--- config.mk ---
export PLATFORM = sky130hd
export DESIGN_NAME = wb_regfile_stall_flat
export DESIGN_NICKNAME = d
export VERILOG_FILES = /design/src/rtl/wb_regfile_stall_pkg.sv /design/src/rtl/wb_regfile_stall_if.sv /design/src/rtl/wb_regfile_stall_regfile_2r1w.sv /design/src/rtl/wb_regfile_stall.sv /design/src/flat_wrapper.sv
export SDC_FILE = /design/constraint.sdc
export NUM_CORES = 2
export LEC_CHECK = 0
export CAP_MARGIN = 5
export CORE_UTILIZATION = 27
export DETAILED_ROUTE_END_ITERATION = 12
export GPL_ROUTABILITY_DRIVEN = 0
export HOLD_SLACK_MARGIN = 0.03
export MAX_ROUTING_LAYER = met4
export PLACE_DENSITY_LB_ADDON = 0.08
export SYNTH_ARGS = -nofsm -noshare
export SYNTH_HDL_FRONTEND = slang
export SYNTH_SLANG_ARGS = --single-unit
export TNS_END_PERCENT = 100
--- constraint.sdc ---
create_clock -name clk_WB -period 90.9 [get_ports clk_WB]
set_input_delay 9.09 -clock clk_WB [delete_from_list [all_inputs] [get_ports clk_WB]]
set_output_delay 9.09 -clock clk_WB [all_outputs]
set_load 0.01 [all_outputs]
--- src/rtl/wb_regfile_stall_pkg.sv ---
// Shared pipeline definitions used by the writeback stage: widths, writeback
// source encodings, the debug record carried down the pipe and the trace hook.
package wb_regfile_stall_pkg;

  localparam int XLEN   = 32;
  localparam int NREG   = 32;
  localparam int CNT_W  = 32;
  localparam int REG_AW = 5;

  localparam logic [1:0] WB_SRC_ALU  = 2'b00;
  localparam logic [1:0] WB_SRC_MEM  = 2'b01;
  localparam logic [1:0] WB_SRC_PC4  = 2'b10;
  localparam logic [1:0] WB_SRC_ZERO = 2'b11;

  typedef struct packed {
    logic [XLEN-1:0] pc;
    logic [31:0]     instr;
  } Debug_t;

  typedef enum logic [2:0] {
    STAGE_IF  = 3'd0,
    STAGE_ID  = 3'd1,
    STAGE_EX  = 3'd2,
    STAGE_MEM = 3'd3,
    STAGE_WB  = 3'd4
  } LogStage_e;

  typedef enum logic [1:0] {
    EV_COMMIT = 2'd0,
    EV_STALL  = 2'd1,
    EV_FLUSH  = 2'd2
  } LogEvent_e;

  // Trace hook: builds no hardware, only insists the logged record is fully known.
  function automatic void log_msg(input LogStage_e stage, input LogEvent_e ev,
                                  input Debug_t dbg);
    assert (!$isunknown({stage, ev, dbg}));
  endfunction

endpackage

--- src/rtl/wb_regfile_stall_if.sv ---
// Bundle between the MemWB register / ID stage and the writeback stage.
// master = pipeline side, slave = wb_regfile_stall.
interface wb_regfile_stall_if #(
  parameter int XLEN  = 32,
  parameter int CNT_W = 32
);
  import wb_regfile_stall_pkg::*;

  logic             en_WB;
  logic             valid_in_WB;
  Debug_t           debug_in_WB;
  logic [XLEN-1:0]  PC4_in_WB;
  logic [4:0]       Rd_addr_WB;
  logic [XLEN-1:0]  ALU_in_WB;
  logic [XLEN-1:0]  DMem_data_WB;
  logic [1:0]       MemtoReg_in_WB;
  logic             RegWrite_in_WB;
  logic [4:0]       Rs1_addr_WB;
  logic [4:0]       Rs2_addr_WB;
  logic [XLEN-1:0]  Rs1_data_WB;
  logic [XLEN-1:0]  Rs2_data_WB;
  logic [XLEN-1:0]  wb_data_out_WB;
  logic             wb_we_out_WB;
  logic [CNT_W-1:0] retired_out_WB;
  Debug_t           debug_out_WB;

  modport master (
    output en_WB, valid_in_WB, debug_in_WB, PC4_in_WB, Rd_addr_WB, ALU_in_WB,
           DMem_data_WB, MemtoReg_in_WB, RegWrite_in_WB, Rs1_addr_WB, Rs2_addr_WB,
    input  Rs1_data_WB, Rs2_data_WB, wb_data_out_WB, wb_we_out_WB,
           retired_out_WB, debug_out_WB
  );

  modport slave (
    input  en_WB, valid_in_WB, debug_in_WB, PC4_in_WB, Rd_addr_WB, ALU_in_WB,
           DMem_data_WB, MemtoReg_in_WB, RegWrite_in_WB, Rs1_addr_WB, Rs2_addr_WB,
    output Rs1_data_WB, Rs2_data_WB, wb_data_out_WB, wb_we_out_WB,
           retired_out_WB, debug_out_WB
  );

endinterface

--- src/rtl/wb_regfile_stall_regfile_2r1w.sv ---
// Architectural register array: one write port, two raw (unbypassed) read ports,
// x0 never stored and always read as zero.
module regfile_2r1w
  import wb_regfile_stall_pkg::*;
#(
  parameter int XLEN = wb_regfile_stall_pkg::XLEN,
  parameter int NREG = wb_regfile_stall_pkg::NREG
) (
  input  logic              clk_WB,
  input  logic              rst_WB,
  input  logic              wrEn,
  input  logic [REG_AW-1:0] wrAddr,
  input  logic [XLEN-1:0]   wrData,
  input  logic [REG_AW-1:0] rdAddr1,
  input  logic [REG_AW-1:0] rdAddr2,
  output logic [XLEN-1:0]   rdData1,
  output logic [XLEN-1:0]   rdData2
);

  logic [XLEN-1:0] regs [NREG];

  // NOTE: the array is reset on purpose so every register reads 0 after reset;
  // this makes it flops rather than an inferred RAM.
  always_ff @(posedge clk_WB or posedge rst_WB) begin
    if (rst_WB) begin
      for (int i = 0; i < NREG; i++) regs[i] <= '0;
    end else if (wrEn && (wrAddr != '0)) begin
      // NOTE: non-blocking so every flop samples pre-edge values, whatever the block order.
      regs[wrAddr] <= wrData;
    end
  end

  assign rdData1 = (rdAddr1 == '0) ? '0 : regs[rdAddr1];
  assign rdData2 = (rdAddr2 == '0) ? '0 : regs[rdAddr2];

endmodule

--- src/rtl/wb_regfile_stall.sv ---
// Writeback stage: selects the writeback value, commits it to the register file,
// bypasses it onto the ID read ports, and tracks retired instructions and debug.
module wb_regfile_stall
  import wb_regfile_stall_pkg::*;
#(
  parameter int XLEN  = wb_regfile_stall_pkg::XLEN,
  parameter int NREG  = wb_regfile_stall_pkg::NREG,
  parameter int CNT_W = wb_regfile_stall_pkg::CNT_W
) (
  input  logic                clk_WB,
  input  logic                rst_WB,
  wb_regfile_stall_if.slave   wb
);

  logic [XLEN-1:0]  wbData;
  logic             wbWe;
  logic [XLEN-1:0]  rawRs1;
  logic [XLEN-1:0]  rawRs2;
  logic [CNT_W-1:0] retiredCnt;
  Debug_t           debugReg;

  always_comb begin
    // NOTE: default assignment first so no path through the case leaves wbData
    // unassigned, which would infer a latch.
    wbData = '0;
    case (wb.MemtoReg_in_WB)
      WB_SRC_ALU: wbData = wb.ALU_in_WB;
      WB_SRC_MEM: wbData = wb.DMem_data_WB;
      WB_SRC_PC4: wbData = wb.PC4_in_WB;
      default:    wbData = '0;
    endcase
  end

  // A stalled, bubbled, reset or x0-targeted instruction neither writes nor bypasses.
  assign wbWe = wb.RegWrite_in_WB & wb.valid_in_WB & wb.en_WB &
                (wb.Rd_addr_WB != '0) & ~rst_WB;

  regfile_2r1w #(
    .XLEN (XLEN),
    .NREG (NREG)
  ) u_regfile (
    .clk_WB  (clk_WB),
    .rst_WB  (rst_WB),
    .wrEn    (wbWe),
    .wrAddr  (wb.Rd_addr_WB),
    .wrData  (wbData),
    .rdAddr1 (wb.Rs1_addr_WB),
    .rdAddr2 (wb.Rs2_addr_WB),
    .rdData1 (rawRs1),
    .rdData2 (rawRs2)
  );

  assign wb.Rs1_data_WB = (wb.Rs1_addr_WB == '0) ? '0 :
                          (wbWe && (wb.Rs1_addr_WB == wb.Rd_addr_WB)) ? wbData : rawRs1;
  assign wb.Rs2_data_WB = (wb.Rs2_addr_WB == '0) ? '0 :
                          (wbWe && (wb.Rs2_addr_WB == wb.Rd_addr_WB)) ? wbData : rawRs2;

  // Retirement counts every real instruction, including stores and branches.
  always_ff @(posedge clk_WB or posedge rst_WB) begin
    if (rst_WB) begin
      retiredCnt <= '0;
      debugReg   <= '0;
    end else if (wb.en_WB) begin
      debugReg <= wb.debug_in_WB;
      if (wb.valid_in_WB) begin
        retiredCnt <= retiredCnt + 1'b1;
        log_msg(STAGE_WB, EV_COMMIT, wb.debug_in_WB);
      end
    end
  end

  assign wb.wb_data_out_WB = wbData;
  assign wb.wb_we_out_WB   = wbWe;
  assign wb.retired_out_WB = retiredCnt;
  assign wb.debug_out_WB   = debugReg;

endmodule

--- src/flat_wrapper.sv ---
// flat-port wrapper written by rule: the top's interface ports become plain ports
module wb_regfile_stall_flat import wb_regfile_stall_pkg::*;
#(
  parameter int XLEN  = wb_regfile_stall_pkg::XLEN,
  parameter int NREG  = wb_regfile_stall_pkg::NREG,
  parameter int CNT_W = wb_regfile_stall_pkg::CNT_W
)
  (clk_WB, rst_WB, wb_en_WB, wb_valid_in_WB, wb_debug_in_WB, wb_PC4_in_WB, wb_Rd_addr_WB, wb_ALU_in_WB, wb_DMem_data_WB, wb_MemtoReg_in_WB, wb_RegWrite_in_WB, wb_Rs1_addr_WB, wb_Rs2_addr_WB, wb_Rs1_data_WB, wb_Rs2_data_WB, wb_wb_data_out_WB, wb_wb_we_out_WB, wb_retired_out_WB, wb_debug_out_WB);
  wb_regfile_stall_if #(.XLEN(XLEN), .CNT_W(CNT_W)) wb_i ();
  input  logic clk_WB;
  input  logic rst_WB;
  input wire logic [$bits(wb_i.en_WB)-1:0] wb_en_WB;
  input wire logic [$bits(wb_i.valid_in_WB)-1:0] wb_valid_in_WB;
  input wire logic [$bits(wb_i.debug_in_WB)-1:0] wb_debug_in_WB;
  input wire logic [$bits(wb_i.PC4_in_WB)-1:0] wb_PC4_in_WB;
  input wire logic [$bits(wb_i.Rd_addr_WB)-1:0] wb_Rd_addr_WB;
  input wire logic [$bits(wb_i.ALU_in_WB)-1:0] wb_ALU_in_WB;
  input wire logic [$bits(wb_i.DMem_data_WB)-1:0] wb_DMem_data_WB;
  input wire logic [$bits(wb_i.MemtoReg_in_WB)-1:0] wb_MemtoReg_in_WB;
  input wire logic [$bits(wb_i.RegWrite_in_WB)-1:0] wb_RegWrite_in_WB;
  input wire logic [$bits(wb_i.Rs1_addr_WB)-1:0] wb_Rs1_addr_WB;
  input wire logic [$bits(wb_i.Rs2_addr_WB)-1:0] wb_Rs2_addr_WB;
  output wire logic [$bits(wb_i.Rs1_data_WB)-1:0] wb_Rs1_data_WB;
  output wire logic [$bits(wb_i.Rs2_data_WB)-1:0] wb_Rs2_data_WB;
  output wire logic [$bits(wb_i.wb_data_out_WB)-1:0] wb_wb_data_out_WB;
  output wire logic [$bits(wb_i.wb_we_out_WB)-1:0] wb_wb_we_out_WB;
  output wire logic [$bits(wb_i.retired_out_WB)-1:0] wb_retired_out_WB;
  output wire logic [$bits(wb_i.debug_out_WB)-1:0] wb_debug_out_WB;
  assign wb_i.en_WB = wb_en_WB;
  assign wb_i.valid_in_WB = wb_valid_in_WB;
  assign wb_i.debug_in_WB = wb_debug_in_WB;
  assign wb_i.PC4_in_WB = wb_PC4_in_WB;
  assign wb_i.Rd_addr_WB = wb_Rd_addr_WB;
  assign wb_i.ALU_in_WB = wb_ALU_in_WB;
  assign wb_i.DMem_data_WB = wb_DMem_data_WB;
  assign wb_i.MemtoReg_in_WB = wb_MemtoReg_in_WB;
  assign wb_i.RegWrite_in_WB = wb_RegWrite_in_WB;
  assign wb_i.Rs1_addr_WB = wb_Rs1_addr_WB;
  assign wb_i.Rs2_addr_WB = wb_Rs2_addr_WB;
  assign wb_Rs1_data_WB = wb_i.Rs1_data_WB;
  assign wb_Rs2_data_WB = wb_i.Rs2_data_WB;
  assign wb_wb_data_out_WB = wb_i.wb_data_out_WB;
  assign wb_wb_we_out_WB = wb_i.wb_we_out_WB;
  assign wb_retired_out_WB = wb_i.retired_out_WB;
  assign wb_debug_out_WB = wb_i.debug_out_WB;
  wb_regfile_stall #(.XLEN(XLEN), .NREG(NREG), .CNT_W(CNT_W)) u_core (.clk_WB(clk_WB), .rst_WB(rst_WB), .wb(wb_i));
endmodule
# Yosys cells after proc, flatten, opt, wreduce, memory -nomap -nowiden

Index checks and enable logic that the tools add are counted.

Equality and inequality tests: 4
Add/subtract/negate cells: 1
Order comparisons: 4
Reduce and logical (&&, ||, !) cells: 9
Mux-type cells: 14
Bitwise gates (word level): 8

Operators with widths:

| cell                                                                 | count |
|---|---|
| 1024-bit bitwise mux                                                 | 1 |
| 32-bit binary-select mux with 5-bit select                           | 2 |
| 32-bit 2-to-1 mux                                                    | 9 |
| 32-bit demux with 5-bit select                                       | 1 |
| 32-bit case mux with 3 select lines                                  | 1 |
| 32-bit by 1-bit adder with 32-bit output, second input constant      | 1 |
| 6-bit greater-or-equal comparator, second input constant             | 3 |
| 5-bit NOT with 6-bit output                                          | 3 |
| 5-bit == test                                                        | 2 |
| 5-bit logical NOT                                                    | 2 |
| 6-bit by 1-bit < comparator with 1-bit output, second input constant | 1 |
| 5-bit nonzero test                                                   | 1 |
| 1-bit AND                                                            | 4 |
| 1-bit logical AND                                                    | 4 |
| 2-bit by 1-bit == test with 1-bit output, second input constant      | 1 |
| 2-bit == test, second input constant                                 | 1 |
| 2-bit logical NOT                                                    | 1 |
| 2-bit AND reduction                                                  | 1 |
| 1-bit NOT                                                            | 1 |

Bits in registers: 1,120
Input bits: 182
Word-level logic and storage cells: 75
Output and inout bits: 193

# Longest topological paths before layout

Word-level depth: 7
Depth in mapped cells: 9
Gate-level depth less buffers: 6

# Modules after synthesis

Synthesis repeated with hierarchy kept, for this count alone.

Cell total of the unflattened synthesis: 4,258
Area, all modules: 60,581.9 µm²

Modules (own cells, without submodules):

| module           | area an instance (µm²) | cells an instance | times used |
|---|---|---|---|
| regfile_2r1w     | 54,732.5               | 3,692             | 1 |
| wb_regfile_stall | 5,849.4                | 566               | 1 |

# Worst setup path before layout

OpenSTA, ideal clock, no wires.

Path type: input port to output port
Start point: input wb_Rs1_addr_WB[0]
End point: output wb_Rs1_data_WB[12]
Arrival: 10.689 ns
Slack: 71.121 ns
Stages: 8
Path buffers: 3
Cell sequence: buf_2 > buf_4 > buf_2 > mux4_2 > mux2i_1 > nor2_1 > nor4_1 > a21oi_1

Word-level cells in the longest chain between the ends: 6
Elaborated cells between the ends (all ways): 9
Those cells by class: 1 x eq/ne; 5 x mux; 1 x bitwise; 2 x reduce/logical

RTL lines:

| what                                                  | line                                | source |
|---|---|---|
| from (decl)                                           | flat_wrapper.sv:21                  | `input wire logic [$bits(wb_i.Rs1_addr_WB)-1:0] wb_Rs1_addr_WB;` |
| 5-bit NOT with 6-bit output (implied by the code)     | wb_regfile_stall_regfile_2r1w.sv:33 | `assign rdData1 = (rdAddr1 == '0) ? '0 : regs[rdAddr1];` |
| 32-bit binary-select mux with 5-bit select            | wb_regfile_stall_regfile_2r1w.sv:33 |  |
| 32-bit 2-to-1 mux (implied by the code) (2 in series) | wb_regfile_stall_regfile_2r1w.sv:33 |  |
| 32-bit 2-to-1 mux                                     | wb_regfile_stall.sv:54              | `(wbWe && (wb.Rs1_addr_WB == wb.Rd_addr_WB)) ? wbData : rawRs1;` |
| 32-bit 2-to-1 mux *                                   | wb_regfile_stall.sv:53              | `assign wb.Rs1_data_WB = (wb.Rs1_addr_WB == '0) ? '0 :` |
| to (decl)                                             | flat_wrapper.sv:23                  | `output wire logic [$bits(wb_i.Rs1_data_WB)-1:0] wb_Rs1_data_WB;` |

Mark *: on every way between the ends. The rest lies on a longest branch, timed or not. The select of a mux whose other input is x is not followed.

# Final worst setup path

Start point: input wb_Rs1_addr_WB[1]
End point: output wb_Rs1_data_WB[2]

Same word-level chain as after synthesis.

==> flow_summary.toml <==
[status]
status = "finished clean"

[setup_path]
crit_chain = "buf_8, buf_12, buf_4, mux2_2, o22ai_1, a2111oi_0, nor4_1, a21oi_1, clkdlybuf4s50_1"
path_max_fanout = 123
worstPathRequired_ps = 81810
max_stage_delay_ps = 1190
path_buf_inv = 4
crit_path_start_kind = "input port"
cp_top_family = "buffers and inverters"
path_class = "in -> out"
crit_arrival_ps = 13930
slowest_stage = "nor4_1"
end_kind = "output port"

[synthesis]
ys_warn_count = 0
netlist_area_mm2 = 0.0586
synth-seq-area-share_pct = 47.9
synth_top_area_cell = "dfrtp_1"
synth-compound-area-share_pct = 14.4
synth_area_leaders = "dfrtp_1 48%, mux4_2 9.5%, mux2i_1 6.2%"
syn-num-nets = 5869
ys_async_sr_fraction_pct = 100
netlist_instances = 5686
synthAdderAreaFrac_pct = 0.0214
synth_top_area_share_pct = 47.9
synth_top_family_by_area = "multiplexers"
synth_xor_area_share_pct = 0.613
ys_types = 54
synth-seq-cells = 1120
yosys.area_share.simple_pct = 10.7
synth_edf_count = 0
ys.flop_type = "dfrtp_1"
synthMuxAreaShare_pct = 21.7
syn_avg_cell_area_um2 = 10.3

[placement]
dpl.cell_count = 8476
dpl_cell_area_mm2 = 0.0649
place_hpwl_mm = 156
io_buffers = 374

[layout]
layout_common_cells = "1,120 x dfrtp_1, 649 x nor2_1, 579 x a21oi_1"
final_cell_area_mm2 = 0.0695
postLayoutCoreUtil_pct = 32.3
final_common_cell = "dfrtp_1"
layout-drive-gt1-share_pct = 17.4
area_delta_synth_final_pct = 18.6
fill_cells = 21942
fin_cells = 8732
nets = 5966

[timing]
rsz0062_at_grt = "false"
whs_ps = 397
maxSlewViolCount = 0
fin_skew_ps = 15.1
layout_min_cycle_time_ps = 23020
setup_viol = 0
period_share_pct = 25.3
relSlewSlack_pct = 5.61
fmax_mhz = 43.4
tightest_slew_ps = 1400
setup_tns_ps = 0
hold_viol_final = 0

[clock_tree]
post_cts_buffers = 0
ctsHoldBuffers = 0
cts_root_buffer = "clkbuf_16"
cts_tree = "yes"
htreeDepth = 4
clkLatencyLatePin_ps = 830
path_clk_slew_ps = 60
clock-sinks = 1120
cts_buffers = 143
post_cts_resized = 0
cts_max_path_buffers = 3

[power_and_ir_drop]
leakage_nw = 30.0
powerDensity_mw_per_mm2 = 18.9
vdd_drop_max_v = 0.0000146

[floorplan]
core_area_mm2 = 0.215
die_y_um = 468
fp-row-count = 170
io-pin-count = 375
die_x_um = 468
floorplan.die_area_mm2 = 0.219
start_util_pct = 27.2

[route]
via_per_inst = 5.21
wl_per_cell_um = 29.6
wl_mm = 259
remaining_drc_errors = 0
drt_iter0_drc = 3724
firstDrtPassIters = 5
detail-route-antenna-nets = 0
vias = 45520

[global_routing]
grt_pass1_vias = 45831
grt_max_degree = 150
grt_pass1_wl_mm = 367
grt_usage_pct = 24.3
grt_overflow_total = 0
antenna_found_initial = 24

[hold_path]
hp-class = "reg -> reg"

[job]
maxCapViolations = 0
==> flip-flops by register name, summed over array words and instances (netlist names) <==
register and count:
u_core.wb.retired_out_WB 32, u_core.u_regfile.regs 1024, u_core.wb.debug_out_WB 64
==> Yosys cell counts (8+ instances only) <==
master     instances
mux4_2           247
inv_1             35
nand4_1           10
clkbuf_1         345
nor2_2            13
o22ai_1          124
o21a_1            29
xnor2_1           27
mux2_2           312
nand2_1          542
nor4_1            52
dfrtp_1         1120
mux2i_1          362
buf_1             24
nand3_1           12
a2111oi_0         71
o21ai_0          539
buf_4             25
nor2b_1           79
buf_6             13
a21oi_1          582
a221oi_1          10
nor3_1            43
buf_2            180
nor2_1           651
xor2_1            14
a22oi_1           54
and3_1            29
a221o_1            8
a211oi_1          76
==> through the flow <==
step	worst slack (ps)	power [mW]
CTS	68000	1.33
global placement	67970	0.751
global route	67870	1.36
floorplan	50270	0.668
detailed placement	68000	0.752
finish	67880	1.31
==> routing by layer <==
layer  wire length [µm]  track usage (%)  up-vias
met1             122000             33.5    23551
met3              10700             3.35      296
met2             121000             37.9     1085
met4               5100             5.10        0
met5                  0                -        -
li1                   -                -    20588
==> final timing paths <==
check                                                  from                            to  slack (ps)  depth (start not counted)
worst max-delay path                      wb_Rs1_addr_WB[1]             wb_Rs1_data_WB[2]       67880                          9
worst min-delay path            u_core.u_regfile.regs[1019]   u_core.u_regfile.regs[1019]         400                          0
worst max register to register  u_core.wb.retired_out_WB[0]  u_core.wb.retired_out_WB[30]       88760                          6
worst min register to register  u_core.u_regfile.regs[1019]   u_core.u_regfile.regs[1019]         400                          0
max in group asynchronous                            rst_WB    u_core.u_regfile.regs[740]       78830                          5
min in group asynchronous                            rst_WB    u_core.u_regfile.regs[188]        8900                          2
==> layout make-up <==
| class | instances | area [µm²] | share of cell area (%) |
|---|---|---|---|
| Antenna cell | 5 | 12.5 | 0.0180 |
| Clock buffer | 219 | 4240 | 6.10 |
| Sequential cell | 1120 | 28000 | 40.3 |
| Clock inverter | 32 | 319 | 0.459 |
| Tap cell | 2838 | 3550 | 5.11 |
| Multi-Input combinational cell | 3943 | 28100 | 40.5 |
| Inverter | 35 | 139 | 0.200 |
| Timing Repair Buffer | 540 | 5070 | 7.30 |
==> kinds of logic (layout without fill, tap and decap cells) <==
logic type,Yosys count,in the layout
AOI/OAI and AO/OA,1500,1500
xor gates and xnor gates,41,41
adders and majority gates,1,1
buffers and inverters,623,826
DFF,1120,1120
muxes,921,921
other,0,5
and+or+nand+nor,1480,1480
==> where the power goes <==
part           switching, mW  internal (mW)
Clock                  0.241          0.327
Sequential            0.0243          0.530
Combinational          0.110         0.0786
(Power assumes the default switching activity.)
